File: config.mk
export PLATFORM = sky130hd
export DESIGN_NAME = fb_write_queue
export DESIGN_NICKNAME = d
export VERILOG_FILES = /design/src/rtl/fb_pkg.sv /design/src/rtl/sync_fifo.sv /design/src/rtl/fb_write_queue.sv
export SDC_FILE = /design/constraint.sdc
export NUM_CORES = 1
export LEC_CHECK = 0
export CAP_MARGIN = 40
export CELL_PAD_IN_SITES_DETAIL_PLACEMENT = 0
export CELL_PAD_IN_SITES_GLOBAL_PLACEMENT = 1
export CORE_MARGIN = 8
export CORE_UTILIZATION = 48
export CTS_CLUSTER_DIAMETER = 120
export DETAILED_ROUTE_END_ITERATION = 8
export MAX_ROUTING_LAYER = met4
export PLACE_DENSITY_LB_ADDON = 0.1
export SLEW_MARGIN = 20
export SYNTH_ARGS = -nofsm -noshare
export SYNTH_HDL_FRONTEND = slang
export SYNTH_SLANG_ARGS = --single-unit
File: constraint.sdc
create_clock -name clk -period 4 [get_ports clk]
set_input_delay 1 -clock clk [delete_from_list [all_inputs] [get_ports clk]]
set_output_delay 1 -clock clk [all_outputs]
set_load 0.01 [all_outputs]
File: src/rtl/fb_pkg.sv
// ============================================================================
//  Module   : fb_pkg
//  Brief    : Framebuffer geometry, buffer base addresses and the queued
//             pixel entry type, shared by the write queue and the GPU clip
//             compare.
//  Revision : 1.0 - initial release
// ============================================================================
`default_nettype none

package fb_pkg;

    localparam int          FB_WIDTH  = 400;
    localparam int          FB_HEIGHT = 240;
    localparam int          COLOR_W   = 16;
    localparam int          OFFSET_W  = $clog2(FB_WIDTH * FB_HEIGHT);

    // Buffer 1 sits directly after buffer 0 (16-bit pixels, 2 bytes each).
    localparam logic [31:0] BASE0     = 32'h0000_0000;
    localparam logic [31:0] BASE1     = BASE0 + 32'(FB_WIDTH * FB_HEIGHT * 2);

    // One queued pixel: linear pixel offset inside a buffer plus its color.
    typedef struct packed {
        logic [OFFSET_W-1:0] offset;
        logic [COLOR_W-1:0]  color;
    } pixel_entry_t;

endpackage

`default_nettype wire

File: src/rtl/sync_fifo.sv
// ============================================================================
//  Module   : sync_fifo
//  Brief    : Single-clock first-word-fall-through FIFO with occupancy count.
//             Head data reads as zero while the FIFO is empty.
//  Revision : 1.0 - initial release
// ============================================================================
`default_nettype none

module sync_fifo #(
    parameter int WIDTH = 8,
    parameter int DEPTH = 16
) (
    input  logic                     clk,
    input  logic                     rst_n,
    input  logic                     i_push,
    input  logic                     i_pop,
    input  logic [WIDTH-1:0]         i_din,
    output logic [WIDTH-1:0]         o_dout,
    output logic [$clog2(DEPTH):0]   o_count
);

    localparam int PTR_W = $clog2(DEPTH);
    localparam int CNT_W = PTR_W + 1;

    logic [WIDTH-1:0] mem_q [DEPTH];
    logic [PTR_W-1:0] wr_ptr_q, wr_ptr_d;
    logic [PTR_W-1:0] rd_ptr_q, rd_ptr_d;
    logic [CNT_W-1:0] count_q, count_d;

    // Next pointer/count values; pointers wrap naturally since DEPTH is a power of two.
    always_comb begin
        wr_ptr_d = wr_ptr_q;
        rd_ptr_d = rd_ptr_q;
        count_d  = count_q;
        if (i_push) begin
            wr_ptr_d = wr_ptr_q + PTR_W'(1);
        end
        if (i_pop) begin
            rd_ptr_d = rd_ptr_q + PTR_W'(1);
        end
        case ({i_push, i_pop})
            2'b10:   count_d = count_q + CNT_W'(1);
            2'b01:   count_d = count_q - CNT_W'(1);
            default: count_d = count_q;
        endcase
    end

    // Pointer and count registers, cleared asynchronously.
    always_ff @(posedge clk or negedge rst_n) begin
        if (!rst_n) begin
            wr_ptr_q <= '0;
            rd_ptr_q <= '0;
            count_q  <= '0;
        end else begin
            wr_ptr_q <= wr_ptr_d;
            rd_ptr_q <= rd_ptr_d;
            count_q  <= count_d;
        end
    end

    // Storage array; a push into a full FIFO alongside a pop reuses the slot
    // being vacated, whose old contents were already presented this cycle.
    always_ff @(posedge clk) begin
        if (i_push) begin
            mem_q[wr_ptr_q] <= i_din;
        end
    end

    assign o_dout  = (count_q != '0) ? mem_q[rd_ptr_q] : '0;
    assign o_count = count_q;

endmodule

`default_nettype wire

File: src/rtl/fb_write_queue.sv
// ============================================================================
//  Module   : fb_write_queue
//  Brief    : Bounds-checks GPU pixel writes, maps them to back-buffer byte
//             addresses, queues them and drains them to the framebuffer
//             memory port. Owns the double-buffer select; a swap request
//             takes effect only once every queued pixel has drained.
//  Revision : 1.0 - initial release
// ============================================================================
`default_nettype none

module fb_write_queue #(
    parameter int          FB_WIDTH   = fb_pkg::FB_WIDTH,
    parameter int          FB_HEIGHT  = fb_pkg::FB_HEIGHT,
    parameter int          FIFO_DEPTH = 16,
    parameter logic [31:0] BASE0      = fb_pkg::BASE0,
    parameter logic [31:0] BASE1      = fb_pkg::BASE1
) (
    input  logic        clk,
    input  logic        reset,
    input  logic [15:0] fb_x,
    input  logic [15:0] fb_y,
    input  logic [15:0] fb_color,
    input  logic        fb_write,
    output logic        almost_full,
    output logic        overflow,
    input  logic        overflow_clear,
    input  logic        swap_req,
    output logic        front_buffer,
    output logic        busy,
    output logic [31:0] mem_addr,
    output logic [15:0] mem_wdata,
    output logic        mem_write,
    input  logic        mem_ready
);

    import fb_pkg::*;

    localparam int          OFF_W    = $clog2(FB_WIDTH * FB_HEIGHT);
    localparam int          ENTRY_W  = OFF_W + COLOR_W;
    localparam int          CNT_W    = $clog2(FIFO_DEPTH) + 1;
    localparam logic [31:0] WIDTH_U  = 32'(FB_WIDTH);
    localparam logic [31:0] HEIGHT_U = 32'(FB_HEIGHT);

    localparam logic [0:0]  ST_IDLE    = 1'b0;
    localparam logic [0:0]  ST_PENDING = 1'b1;

    typedef struct packed {
        logic [OFF_W-1:0]   offset;
        logic [COLOR_W-1:0] color;
    } entry_t;

    entry_t           push_entry;
    entry_t           head_entry;
    logic [CNT_W-1:0] fifo_count;
    logic             in_bounds;
    logic             pop;
    logic             push_ok;
    logic             swap_edge;

    logic [0:0]       state_q, state_d;
    logic             front_buffer_q, front_buffer_d;
    logic             overflow_q, overflow_d;
    logic             swap_req_q, swap_req_d;

    // Bounds check and linear offset of the incoming pixel. The offset is
    // formed modulo 2**OFF_W: any in-bounds pixel's offset is below
    // FB_WIDTH*FB_HEIGHT <= 2**OFF_W, so the modular result is exact and no
    // wider intermediate is needed.
    always_comb begin
        in_bounds         = fb_write && (32'(fb_x) < WIDTH_U) && (32'(fb_y) < HEIGHT_U);
        push_entry.offset = OFF_W'(fb_y) * OFF_W'(FB_WIDTH) + OFF_W'(fb_x);
        push_entry.color  = fb_color;
    end

    // Handshake and acceptance: a full queue still takes a pixel when the head leaves on the same edge.
    always_comb begin
        mem_write = (fifo_count != '0);
        pop       = mem_write && mem_ready;
        push_ok   = in_bounds && ((fifo_count < CNT_W'(FIFO_DEPTH)) || pop);
    end

    sync_fifo #(
        .WIDTH (ENTRY_W),
        .DEPTH (FIFO_DEPTH)
    ) u_fifo (
        .clk     (clk),
        .rst_n   (reset),
        .i_push  (push_ok),
        .i_pop   (pop),
        .i_din   (push_entry),
        .o_dout  (head_entry),
        .o_count (fifo_count)
    );

    // Memory port and status outputs, all from registered state. The head
    // reads as zero when empty, so an idle port shows the back-buffer base.
    always_comb begin
        mem_addr     = (front_buffer_q ? BASE0 : BASE1) + 32'({head_entry.offset, 1'b0});
        mem_wdata    = head_entry.color;
        almost_full  = (fifo_count >= CNT_W'(FIFO_DEPTH - 2));
        busy         = mem_write || (state_q == ST_PENDING);
        front_buffer = front_buffer_q;
        overflow     = overflow_q;
    end

    // Sticky overflow (a dropped in-bounds pixel beats a same-edge clear) and swap edge capture.
    always_comb begin
        overflow_d = overflow_q;
        if (in_bounds && !push_ok) begin
            overflow_d = 1'b1;
        end else if (overflow_clear) begin
            overflow_d = 1'b0;
        end
        swap_req_d = swap_req;
        swap_edge  = swap_req && !swap_req_q;
    end

    // Swap FSM: hold the request until the queue is empty and nothing new is entering it.
    always_comb begin
        state_d        = state_q;
        front_buffer_d = front_buffer_q;
        case (state_q)
            ST_IDLE: begin
                if (swap_edge) begin
                    state_d = ST_PENDING;
                end
            end
            ST_PENDING: begin
                if (!mem_write && !push_ok) begin
                    front_buffer_d = !front_buffer_q;
                    state_d        = ST_IDLE;
                end
            end
            default: state_d = ST_IDLE;
        endcase
    end

    // Control registers, cleared asynchronously.
    always_ff @(posedge clk or negedge reset) begin
        if (!reset) begin
            state_q        <= ST_IDLE;
            front_buffer_q <= 1'b0;
            overflow_q     <= 1'b0;
            swap_req_q     <= 1'b0;
        end else begin
            state_q        <= state_d;
            front_buffer_q <= front_buffer_d;
            overflow_q     <= overflow_d;
            swap_req_q     <= swap_req_d;
        end
    end

endmodule

`default_nettype wire
==> metrics <==
max_slew headroom between 50% and 60%; grt ovf 0; gp weighted congestion 0.752; Static Leak 0.00988 µW; outcome finished with violations; Syn. warnings 0; clk sink count 545; TritonCTS Buffers 54; critical path required time roughly 3000 ps; number of DRC markers in iteration 0 825; commonest non-fill, non-tap cell in the layout edfxtp_1; critical-path maximum fanout 8; worst hold endpoint state_q$_DFF_PN0_; pre-CTS setup slack -1030 ps; Peak VDD IR 466 µV; Final nets about 1.5k; CTS tree yes; crit-path cells buf_12, buf_12, buf_16, mux4_2, mux4_2, and2_4, ha_4, a21oi_2, o21bai_1, a41o_1, buf_6, xor2_2, buf_2; synthesis-to-finish area growth 26.6%; total power around 22000 µW; Async SR Flop Fraction between 3 and 4%; hold_buf cts 0; clk_lat worst skew 590 ps; hold slack 420 ps; share of cells above drive strength 1 between 30% and 40%; unrepaired setup endpoints after global routing yes; min Tclk post-route 4760 ps; Tightest Pin Transition 650 ps; via/cell ratio 5.62; Max stage delay cell, worst path mux4_2; FMAX 0.210 GHz; number of synthesized register bits 545; Synth Flop Type edfxtp_1; R2R depth 16; Mapped Cells 1106; DR vias around 12k; die area 54600 µm²; Die Wd approximately 230 µm; Tot GR Track Use 19.7%; Reg-to-Reg Start u_fifo.o_count[0]$_DFFE_PN0P_; EDFF count, synth 528; max-slew violation count 0; clk_skew 19.8 ps; area of the multi-input gates 6640 µm²; Antenna Violating Nets Remaining 0; Site Rows 79; Max stage delay on crit path 550 ps; final setup TNS -7280 ps; Seq/Total Area, Yosys 71.5%; Worst-path clk slew about 60 ps; Post-DP Area 25800 µm²; final worst slack -765 ps; die span in y 234 µm; Core Region 46700 µm²; commonest non-fill, non-tap cells in the layout 528 x edfxtp_1, 161 x mux4_2, 112 x buf_4; largest net degree at the start of global routing 32; initial antenna violation count 0; Netlist Area Pre-Place approximately 23000 µm²; Fill cells 3370; Mapped Avg Cell Area 20.6 µm²; Crit path arrival time 3760 ps; CTS max path bufs 3; Worst setup EP type primary output; register-to-register path setup slack around 760 ps; Cell Pwr Density ~750 nW/µm²; CTS root buf clkbuf_16; Distinct cells, synth 45; DRC violations left 0; setup violators final 24; failing checks setup timing; Port Buffers 92; DR pass1 iterations 5; Detailed Route WL 51200 µm; Hold Path Depth 1; post-DP HPWL roughly 30000 µm; vias in the first global route 12.0k; reg-to-reg endpoint u_fifo.o_count[4]$_DFFE_PN0P_; cell area after layout between 20000 and 30000 µm²; hold crit path type reg -> reg; # diodes 0; max_cap viols 0; Storage cell area ~16000 µm²; Max H-tree Level 2; Initial Util 48.8%; final hold violations 0; WL/cell 25.0 µm; io pins 107; Worst setup SP type register; kind of critical path reg -> out; fin crit share 119%; min-delay src swap_req_q$_DFF_PN0_; first-pass GRT wire length around 76000 µm
==> registers in the layout (all words and copies together), names as in the netlist <==
signal,count
u_fifo.mem_q,528
swap_req_q,1
u_fifo.wr_ptr_q,4
u_fifo.rd_ptr_q,4
u_fifo.o_count,5
front_buffer,1
state_q,1
overflow,1
==> layout make-up <==
| type | count | share of cell area, % |
|---|---|---|
| clock buffers | 68 | 5.01 |
| clock inverters | 32 | 1.09 |
| inverters | 45 | 0.586 |
| multi-input cells | 470 | 23.0 |
| flip-flops and latches | 545 | 56.5 |
| well taps | 607 | 2.64 |
| repair buffers | 287 | 11.1 |
==> critical path: cells and delay by family, from the launching register on <==
family / cells / cell delay, ps
flip-flops: 1 / 500
AO/OA/AOI/OAI: 3 / 480
adder cells (fa/ha/maj): 1 / 150
XOR/XNOR: 1 / 160
AND/OR/NAND/NOR: 1 / 200
multiplexers: 2 / 970
buffers and inverters: 5 / 700
==> how the worst max path moves through the flow <==
| stage | startpoint | end | cells past startpoint |
|---|---|---|---|
| 2_1_floorplan | fb_y[3] | u_fifo.mem_q[0][32]$_DFFE_PP_ | 15 |
| 3_3_place_gp | fb_y[2] | u_fifo.mem_q[12][32]$_DFFE_PP_ | 17 |
| 3_5_place_dp | fb_y[2] | u_fifo.mem_q[12][32]$_DFFE_PP_ | 17 |
| 4_1_cts | u_fifo.rd_ptr_q[0]$_DFFE_PN0P_ | mem_addr[15] | 12 |
| 5_1_grt | u_fifo.rd_ptr_q[0]$_DFFE_PN0P_ | mem_addr[16] | 13 |
| 6_report | u_fifo.rd_ptr_q[0]$_DFFE_PN0P_ | mem_addr[16] | 13 |
==> synthesized netlist by cell type (4+ instances only) <==
| cell type | instances | area [µm²] |
|---|---|---|
| mux2i_1 | 6 | 60.1 |
| nor2_1 | 29 | 109 |
| xnor2_1 | 31 | 272 |
| nor2b_1 | 7 | 43.8 |
| a21o_1 | 7 | 52.6 |
| buf_2 | 9 | 45.0 |
| nand4_1 | 7 | 43.8 |
| buf_4 | 21 | 158 |
| nand2_1 | 19 | 71.3 |
| ha_1 | 56 | 701 |
| fa_1 | 10 | 200 |
| o41ai_1 | 4 | 35.0 |
| inv_1 | 43 | 161 |
| xor2_1 | 7 | 61.3 |
| o21a_1 | 4 | 30.0 |
| o21ai_1 | 7 | 35.0 |
| and2_1 | 33 | 206 |
| nor3_1 | 7 | 35.0 |
| edfxtp_1 | 528 | 15900 |
| buf_1 | 5 | 18.8 |
| nand3_1 | 7 | 35.0 |
| clkbuf_1 | 21 | 78.8 |
| a21oi_1 | 18 | 90.1 |
| o21ai_0 | 7 | 35.0 |
| mux4_2 | 161 | 3630 |
| dfrtp_1 | 17 | 425 |
| nand2b_1 | 8 | 50.1 |
==> per-layer routing <==
layer | global-route usage (%) | share of wire, %
met4 | 4.98 | 1.9
met5 | - | 0
met3 | 2.50 | 4.2
met2 | 32.4 | 51
met1 | 26.0 | 43
==> through the flow <==
stage               utilization, %  cells
floorplan                        -   1119
global placement              55.2   1887
detailed placement            55.2   1890
CTS                           60.9   2033
global route                  61.8   2054
finish                        61.8   2054
==> logic make-up (layout without fill, tap and decap cells) <==
logic type,Yosys count,count (layout),share of synthesized area [%]
AOI/OAI and AO/OA,62,62,1.78
xor gates and xnor gates,38,38,1.46
adders and majority gates,66,66,3.96
buffers and inverters,104,432,2.21
DFF,545,545,71.5
muxes,168,168,16.2
other,1,14,0.0165
and+or+nand+nor,122,122,2.78
==> where the power goes <==
| group | leakage, µW | internal [µW] | switching, µW | total, µW |
|---|---|---|---|---|
| sequential | 0.00494 | 6920 | 95.1 | 7020 |
| combinational | 0.00407 | 5540 | 4170 | 9710 |
| clock | 0.000868 | 2940 | 2080 | 5020 |
==> timing repair <==
action / 4_1_cts / 5_1_grt
pin swaps: 29 / 27
setup buffers: 38 / 31
gates cloned: 8 / 0
resized for setup: 226 / 85
endpoints found under the setup margin: 130 / 110
(Power assumes the default switching activity.)
